`src/rtl/ccff_io_config_sequencer.sv`:
```
// Serializes bitstream words LSB-first into the I/O-tile ccff chain and keeps pads isolated until loaded.
// Optional CRC-8 readback of the chain is compiled in with `define CCFF_READBACK_VERIFY_EN.
module ccff_io_config_sequencer #(
  parameter int CHAIN_LEN = 12,
  parameter int WORD_W    = 8
) (
  input  logic              prog_clk,
  input  logic              pReset_n,
  input  logic              start,
  input  logic [WORD_W-1:0] word_data,
  input  logic              word_valid,
  output logic              word_ready,
  output logic              ccff_head,
  input  logic              ccff_tail,
  output logic              chain_clk_en,
  output logic              config_enable,
  output logic              IO_ISOL_N,
  output logic              busy,
  output logic              done,
  output logic              error
);

  localparam int CNT_W  = $clog2(CHAIN_LEN + 1);
  localparam int ACC_W  = $clog2(CHAIN_LEN + WORD_W + 1);
  localparam int PEND_W = $clog2(WORD_W + 1);
  localparam logic [CNT_W-1:0]  LAST_BIT  = CNT_W'(CHAIN_LEN - 1);
  localparam logic [ACC_W-1:0]  CHAIN_ACC = ACC_W'(CHAIN_LEN);
  localparam logic [ACC_W-1:0]  WORD_ACC  = ACC_W'(WORD_W);
  localparam logic [PEND_W-1:0] WORD_PEND = PEND_W'(WORD_W);

  typedef enum logic [2:0] {
    IDLE,
    LOAD,
    SETTLE,
`ifdef CCFF_READBACK_VERIFY_EN
    VERIFY,
`endif
    DONE
  } state_t;

  state_t              r_state, w_next;
  logic [WORD_W-1:0]   r_sr;
  logic [PEND_W-1:0]   r_pend;
  logic [CNT_W-1:0]    r_bitcnt;
  logic [ACC_W-1:0]    r_acc;
  logic                r_settle;
  logic                w_start, w_shift, w_ready, w_accept, w_last_shift, w_error;

  assign w_start      = start && ((r_state == IDLE) || (r_state == DONE));
  assign w_shift      = (r_state == LOAD) && (r_pend != '0);
  // Ready while empty or on the final pending bit, so the next word follows without a bubble.
  assign w_ready      = (r_state == LOAD) && (r_pend <= PEND_W'(1)) && (r_acc < CHAIN_ACC);
  assign w_accept     = w_ready && word_valid;
  assign w_last_shift = w_shift && (r_bitcnt == LAST_BIT);

`ifdef CCFF_READBACK_VERIFY_EN
  logic [7:0] r_crc_load, r_crc_rb, w_crc_rb_next;
  logic       r_error, w_vlast;

  function automatic logic [7:0] crc8_step(input logic [7:0] c, input logic b);
    return {c[6:0], 1'b0} ^ ((c[7] ^ b) ? 8'h07 : 8'h00);
  endfunction

  assign w_crc_rb_next = crc8_step(r_crc_rb, ccff_tail);
  assign w_vlast       = (r_state == VERIFY) && (r_bitcnt == LAST_BIT);
  assign w_error       = r_error;

  always_ff @(posedge prog_clk or negedge pReset_n) begin
    if (!pReset_n) begin
      r_crc_load <= '0;
      r_crc_rb   <= '0;
      r_error    <= 1'b0;
    end else begin
      if (w_start) begin
        r_crc_load <= '0;
        r_crc_rb   <= '0;
        r_error    <= 1'b0;
      end
      if (w_shift)            r_crc_load <= crc8_step(r_crc_load, r_sr[0]);
      if (r_state == VERIFY)  r_crc_rb   <= w_crc_rb_next;
      if (w_vlast)            r_error    <= (w_crc_rb_next != r_crc_load);
    end
  end
`else
  logic w_unused_tail;
  assign w_unused_tail = ccff_tail;
  assign w_error       = 1'b0;
`endif

  assign error = w_error;

  always_ff @(posedge prog_clk or negedge pReset_n) begin
    if (!pReset_n) r_state <= IDLE;
    else           r_state <= w_next;
  end

  always_comb begin
    w_next = r_state;
    case (r_state)
      IDLE:   if (start) w_next = LOAD;
      LOAD:   if (w_last_shift) w_next = SETTLE;
`ifdef CCFF_READBACK_VERIFY_EN
      SETTLE: if (r_settle) w_next = VERIFY;
      VERIFY: if (w_vlast) w_next = DONE;
`else
      SETTLE: if (r_settle) w_next = DONE;
`endif
      DONE:   if (start) w_next = LOAD;
      default: w_next = IDLE;
    endcase
  end

  always_comb begin
    word_ready    = 1'b0;
    ccff_head     = 1'b0;
    chain_clk_en  = 1'b0;
    config_enable = 1'b0;
    IO_ISOL_N     = 1'b0;
    busy          = 1'b0;
    done          = 1'b0;
    case (r_state)
      LOAD: begin
        busy          = 1'b1;
        config_enable = 1'b1;
        word_ready    = w_ready;
        chain_clk_en  = w_shift;
        ccff_head     = w_shift & r_sr[0];
      end
      SETTLE: begin
        busy          = 1'b1;
        config_enable = 1'b1;
      end
`ifdef CCFF_READBACK_VERIFY_EN
      VERIFY: begin
        busy          = 1'b1;
        config_enable = 1'b1;
        chain_clk_en  = 1'b1;
        ccff_head     = ccff_tail;
      end
`endif
      DONE: begin
        done      = 1'b1;
        IO_ISOL_N = !w_error;
      end
      default: ;
    endcase
  end

  always_ff @(posedge prog_clk or negedge pReset_n) begin
    if (!pReset_n) begin
      r_sr     <= '0;
      r_pend   <= '0;
      r_bitcnt <= '0;
      r_acc    <= '0;
      r_settle <= 1'b0;
    end else begin
      if (w_start) begin
        r_pend   <= '0;
        r_bitcnt <= '0;
        r_acc    <= '0;
      end
      if (w_shift) begin
        r_sr     <= r_sr >> 1;
        r_pend   <= r_pend - PEND_W'(1);
        r_bitcnt <= r_bitcnt + CNT_W'(1);
      end
      if (w_accept) begin
        r_sr   <= word_data;
        r_pend <= WORD_PEND;
        r_acc  <= r_acc + WORD_ACC;
      end
      // Chain full: drop the padding bits and rearm the counter for readback.
      if (w_last_shift) begin
        r_pend   <= '0;
        r_bitcnt <= '0;
      end
`ifdef CCFF_READBACK_VERIFY_EN
      if (r_state == VERIFY) r_bitcnt <= r_bitcnt + CNT_W'(1);
`endif
      r_settle <= (r_state == SETTLE) && !r_settle;
    end
  end

endmodule

```
`config.mk`:
```
export PLATFORM = sky130hd
export DESIGN_NAME = ccff_io_config_sequencer
export DESIGN_NICKNAME = d
export VERILOG_FILES = /design/src/rtl/ccff_io_config_sequencer.sv
export SDC_FILE = /design/constraint.sdc
export NUM_CORES = 1
export LEC_CHECK = 0
export ABC_AREA = 1
export CAP_MARGIN = 20
export CELL_PAD_IN_SITES_DETAIL_PLACEMENT = 0
export CELL_PAD_IN_SITES_GLOBAL_PLACEMENT = 1
export CORE_MARGIN = 2
export CORE_UTILIZATION = 35
export DETAILED_ROUTE_END_ITERATION = 7
export PLACE_DENSITY_LB_ADDON = 0.1
export SETUP_SLACK_MARGIN = 0.3
export SLEW_MARGIN = 20
export SYNTH_ARGS = -nofsm -noshare
export SYNTH_HDL_FRONTEND = slang
export SYNTH_SLANG_ARGS = --single-unit
```
`constraint.sdc`:
```
create_clock -name prog_clk -period 1.6 [get_ports prog_clk]
set_clock_uncertainty 0.2 [all_clocks]
set_input_delay 0.32 -clock prog_clk [delete_from_list [all_inputs] [get_ports prog_clk]]
set_output_delay 0.32 -clock prog_clk [all_outputs]
set_load 0.005 [all_outputs]
```
# Word-level counts from Yosys, hierarchy flattened
# Index checks and enable logic that the tools add are counted.
[classes]
n_addsub = 3
order_cmp = 2
eq_ne = 7
mux = 19
n_bitwise = 1
n_reduce_logical = 18
[op_table]
columns = ["operator", "count"]
rows = [
  ["2-to-1 mux 4 bit", 6],
  ["2-to-1 mux 8 bit", 2],
  ["2-to-1 mux 5 bit", 2],
  ["2-to-1 mux 3 bit", 3],
  ["case mux 3 bit (3 select lines)", 1],
  ["nonzero test 4 bit", 2],
  ["logical AND 1 bit", 7],
  ["equality test 3 x 2 -> 1 bit (second input constant)", 2],
  ["adder 5 x 4 -> 5 bit (second input constant)", 1],
  ["less-than comparator 5 x 4 -> 1 bit (second input constant)", 1],
  ["2-to-1 mux 1 bit", 5],
  ["adder 4 x 1 -> 4 bit (second input constant)", 1],
  ["equality test 4 bit (second input constant)", 1],
  ["less-or-equal comparator 4 x 1 -> 1 bit (second input constant)", 1],
  ["!= test 2 bit (second input constant)", 2],
  ["nonzero test 2 bit", 2],
  ["OR reduction 2 bit", 2],
  ["subtractor 4 x 1 -> 4 bit (second input constant)", 1],
  ["equality test 3 x 1 -> 1 bit (second input constant)", 1],
  ["zero test 3 bit", 1],
  ["AND reduction 3 bit", 1],
  ["nonzero test 3 bit", 1],
  ["!= test 2 x 1 -> 1 bit (second input constant)", 1],
  ["bitwise AND 1 bit", 1],
  ["other kinds (2)", 2],
]
[totals]
register_bits = 25
in_bits = 13
word_cells = 56

# Logic depth before layout (Yosys ltp)
[logic_depth]
word_depth = 7
ltp_mapped = 9
ltp_nobuf = 9

# Worst setup path after synthesis
# No wires, ideal clock.
[synth_path]
kind = "reg2reg"
start = "register r_pend[0]"
end = "register r_sr[1]"
setup_time_ns = 0.120
t_arrival_ns = 1.304
required_ns = 1.280
slack_ns = -0.025
path_stages_with_launch = 9
period_less_slack_ns = 1.625
cell_sequence = "dfrtp_1 > inv_1 > ha_1 > or2_1 > nand4_2 > buf_6 > nand2_1 > o21ai_1 > nand2_1"
[synth_between]
elab_chain_len = 5
word_cells_on_any_way = 8
classes_between = "1 x order compare; 1 x mux; 6 x reduce/logical"
[synth_lines]
columns = ["element", "line_no", "text"]
rows = [
  ["start: declaration", "43", "logic [PEND_W-1:0] r_pend;"],
  ["start signal: assignment", "164", "r_pend <= r_pend - PEND_W'(1);"],
  ["less-or-equal comparator 4 x 1 -> 1 bit", "52", "assign w_ready = (r_state == LOAD) && (r_pend <= PEND_W'(1)) && (r_acc < CHAIN_ACC);"],
  ["logical AND 1 bit (2 in a row)", "52", ""],
  ["logical AND 1 bit", "53", "assign w_accept = w_ready && word_valid;"],
  ["2-to-1 mux 8 bit / nonzero test 2 bit (equally long branches)", "-", ""],
  ["end signal: assignment", "163", "r_sr <= r_sr >> 1;"],
  ["end signal: assignment", "168", "r_sr <= word_data;"],
  ["end: declaration", "42", "logic [WORD_W-1:0] r_sr;"],
]
# Parallel ways exist; a longest one is shown, timed or not.
# A chain may end at the register's enable or synchronous reset.

# Worst setup path in the final report
[layout_path]
start = "register r_pend[0]"
end = "output port word_ready"
[layout_between]
elab_chain_len = 4
[layout_lines]
columns = ["element", "line_no", "text"]
rows = [
  ["less-or-equal comparator 4 x 1 -> 1 bit", "52", ""],
  ["logical AND 1 bit (2 in a row)", "52", ""],
  ["2-to-1 mux 1 bit", "121", "case (r_state)"],
  ["end: declaration", "12", "output logic word_ready,"],
]
# Every way passes these cells.

==> results.toml <==
[critical_path]
end_kind = "primary output"
worstPathMaxFanout = 3
cp-start-kind = "register"
critical_path_class = "register to primary output"
rrSetupSlack_ns = -0.34
reg2reg_from = "r_pend[0]$_DFFE_PN0P_"
cp.arrival_ns = 1.46
cp.required_ns = 1.08
regToRegEndpoint = "r_sr[2]$_DFFE_PN0P_"
ff2ff_path_depth = 10

[die]
rows = 21
die_y_um = 64.1
start_util = 0.371
core-area_um2 = 3420
io_pins = 21
die_w_um = 64.1
dieArea_um2 = 4110

[sta]
final_hold_viol_count = 0
fmax_mhz = 505
drv_slew = 0
finalSetupTns_ns = -7.31
holdWs_ns = 0.137
grt_setup_unrepaired = "true"
setup_viol = 27
worst_slack_ns = -0.379
period_needed_ns = 1.98
post-route-period-util = 1.24

[routing]
dr_total_vias = 1241
avgViaCountPerCell = 4.79
wire_per_inst_um = 13.5
drcViolationCount = 0
firstDrtPassIters = 4
totalWireLength_mm = 3.49
drtIter0Drc = 36
ant_nets = 0

[pwr]
power_frac_comb = 0.730
p_seq_frac = 0.208
ir_worst_vdd_mv = 0.923
sw_frac_of_total = 0.420
switching_power_w = 0.00189
p_clk_frac = 0.062
internal_power_w = 0.00261
p_leak_nw = 1.09
pwr_density_cell_nw_per_um2 = 1980

[global_routing]
grt_use_met3 = 0.0458
grt_pass1_wl_mm = 5.56
grt_antenna_before_repair = 0
grt_util_met2 = 0.284
grtUsageTotal = 0.174
grt_pass1_vias = 1197
top_usage_layer = "met2"
grt_overflow = 0
use_met1 = 0.237
grt_start_max_net_pins = 22

[yosys]
syn_avg_cell_area_um2 = 8.56
synth-simple-area-share = 0.332
synth_compound_area_frac = 0.0662
synth_xor_area_frac = 0.00692
yosysUniqueCellTypes = 27
synth_cells = 148
yosysMostFrequentCell = "nand2_1"
ys.flop_type = "dfrtp_1"
synthAdderAreaFrac = 0.0791
synth.top_cell.area_share = 0.415
async_reset_ff_frac = 1.00
muxShareOfSynthArea = 0
yosys_warnings = 0
synth.largest_area_cell = "dfrtp_1"
synth-edff-count = 0
syn-cell-area_um2 = 1270
synth_nets = 169
synthTopCellsByArea = "dfrtp_1 (42%), nand2_1 (11%), nand3_1 (9.9%), ha_1 (7.9%), inv_1 (3.6%)"
synth_seq_area_share = 0.415
ys_seq_elements = 21
synth_top_family_by_area = "simple AND/OR/NAND/NOR gates"
synth_common_cells = "nand2_1 (36), nand3_1 (25), dfrtp_1 (21), inv_1 (12), ha_1 (8)"

[finish]
diodes = 0
final_layout_size_suffix_gt1_frac = 0.577
nets = 235
seq_area_um2 = 527
multi_input_area_um2 = 873
stdcell_count = 259
stdcell_area_um2 = 2280
area_growth_pct = 79.8
fillers = 251

[job]
maxCapViolations = 0

[placement]
placed_area_um2 = 1720
dp_hpwl_mm = 2.05
place_inst = 232
place_congestion = 0.790
io_buffers = 18

[cts]
htreeDepth = 1
cts.sinks = 21
cts_tree = "done"
hold_buffers = 0
clk_latency_ns = 0.31
cts.clk_slew.worst_paths_ns = 0.13
cts_root_buf = "clkbuf_4"
clockBufferDepth = 2
cts_inserted_buffers = 3

[status]
violations = "negative setup slack"
status = "finished with violations"

[hold_path]
hold_class = "input pin to async pin"
[worst max-delay path: stages (launching register included)]
cell and delay (ns):
dfrtp_1 0.43, ha_2 0.19, or2_1 0.25, and3_4 0.16
buf_6 0.11
[power groups by stage]
stage	logic (W)	registers [W]	clock network (W)
after floorplan	0.00138	0.000926	0
after global placement	0.00211	0.000922	0
after detailed placement	0.00216	0.000928	0
after CTS	0.00291	0.000927	0.000298
after global routing	0.00359	0.000958	0.000317
final	0.00329	0.000938	0.000279
[cell families (layout without fill, tap and decap cells)]
kind of cell / after synthesis / after routing
simple gates: 81 / 81
buf+inv: 23 / 88
flops: 21 / 21
compound gates: 13 / 13
fa+ha+maj: 8 / 8
other cells: 1 / 1
xor+xnor: 1 / 1
[flip-flops by register name, indices dropped and copies added (netlist names)]
signal,flops
r_acc,2
r_sr,8
r_bitcnt,4
r_state,2
r_pend,4
r_settle,1
[per-layer routing]
| metal | wire length, um | share of wire |
|---|---|---|
| met5 | 0 | 0 |
| met1 | 1570 | 0.45 |
| met2 | 1760 | 0.51 |
| met3 | 149 | 0.043 |
| met4 | 0 | 0 |
[final cells by class]
cell class / instances / area share
clock buffer: 3 / 0.00989
clock inverter: 1 / 0.00330
inverter: 16 / 0.0341
multi-input combinational: 104 / 0.384
sequential: 21 / 0.231
tap: 46 / 0.0253
timing repair buffer: 68 / 0.313
[repair_timing]
action / in CTS / in global routing
endpoints found under the setup margin: 27 / 27
pin swaps: 21 / 17
cloned: 4 / 0
setup buffers: 11 / 8
gates resized for setup: 83 / 18
[worst max-delay path by stage]
stage | startpoint | endpoint | slack, ns
floorplan | r_pend[0]$_DFFE_PN0P_ | r_sr[1]$_DFFE_PN0P_ | 0.07
global placement | r_pend[0]$_DFFE_PN0P_ | word_ready | -0.32
detailed placement | r_pend[0]$_DFFE_PN0P_ | word_ready | -0.35
CTS | r_pend[0]$_DFFE_PN0P_ | word_ready | -0.38
global route | r_pend[0]$_DFFE_PN0P_ | word_ready | -0.45
finish | r_pend[0]$_DFFE_PN0P_ | word_ready | -0.38
[metrics by stage]
| stage | power [W] | setup slack, ns | utilization |
|---|---|---|---|
| final | 0.00451 | -0.379 | 0.667 |
| after global routing | 0.00486 | -0.447 | 0.667 |
| after CTS | 0.00413 | -0.384 | 0.622 |
| after detailed placement | 0.00309 | -0.345 | 0.503 |
| after global placement | 0.00304 | -0.325 | 0.503 |
| after floorplan | 0.00231 | 0.0650 | - |
[placed cells by master (no fill, tap or decap), types with 2 or more instances in the layout]
cell,n
buf_16,3
dfrtp_1,20
o21ai_2,7
buf_4,30
ha_4,4
clkdlybuf4s50_1,11
inv_2,5
o21ai_1,3
nand2_2,5
ha_1,3
inv_1,7
nand2_8,2
nor2_4,3
or2_2,2
buf_6,19
buf_12,3
nand4_1,3
nor2_2,2
nand2_1,24
nand2_4,8
inv_4,2
clkbuf_4,3
nand3_2,12
nand3_1,13
Power figures use the tool's default switching activity.
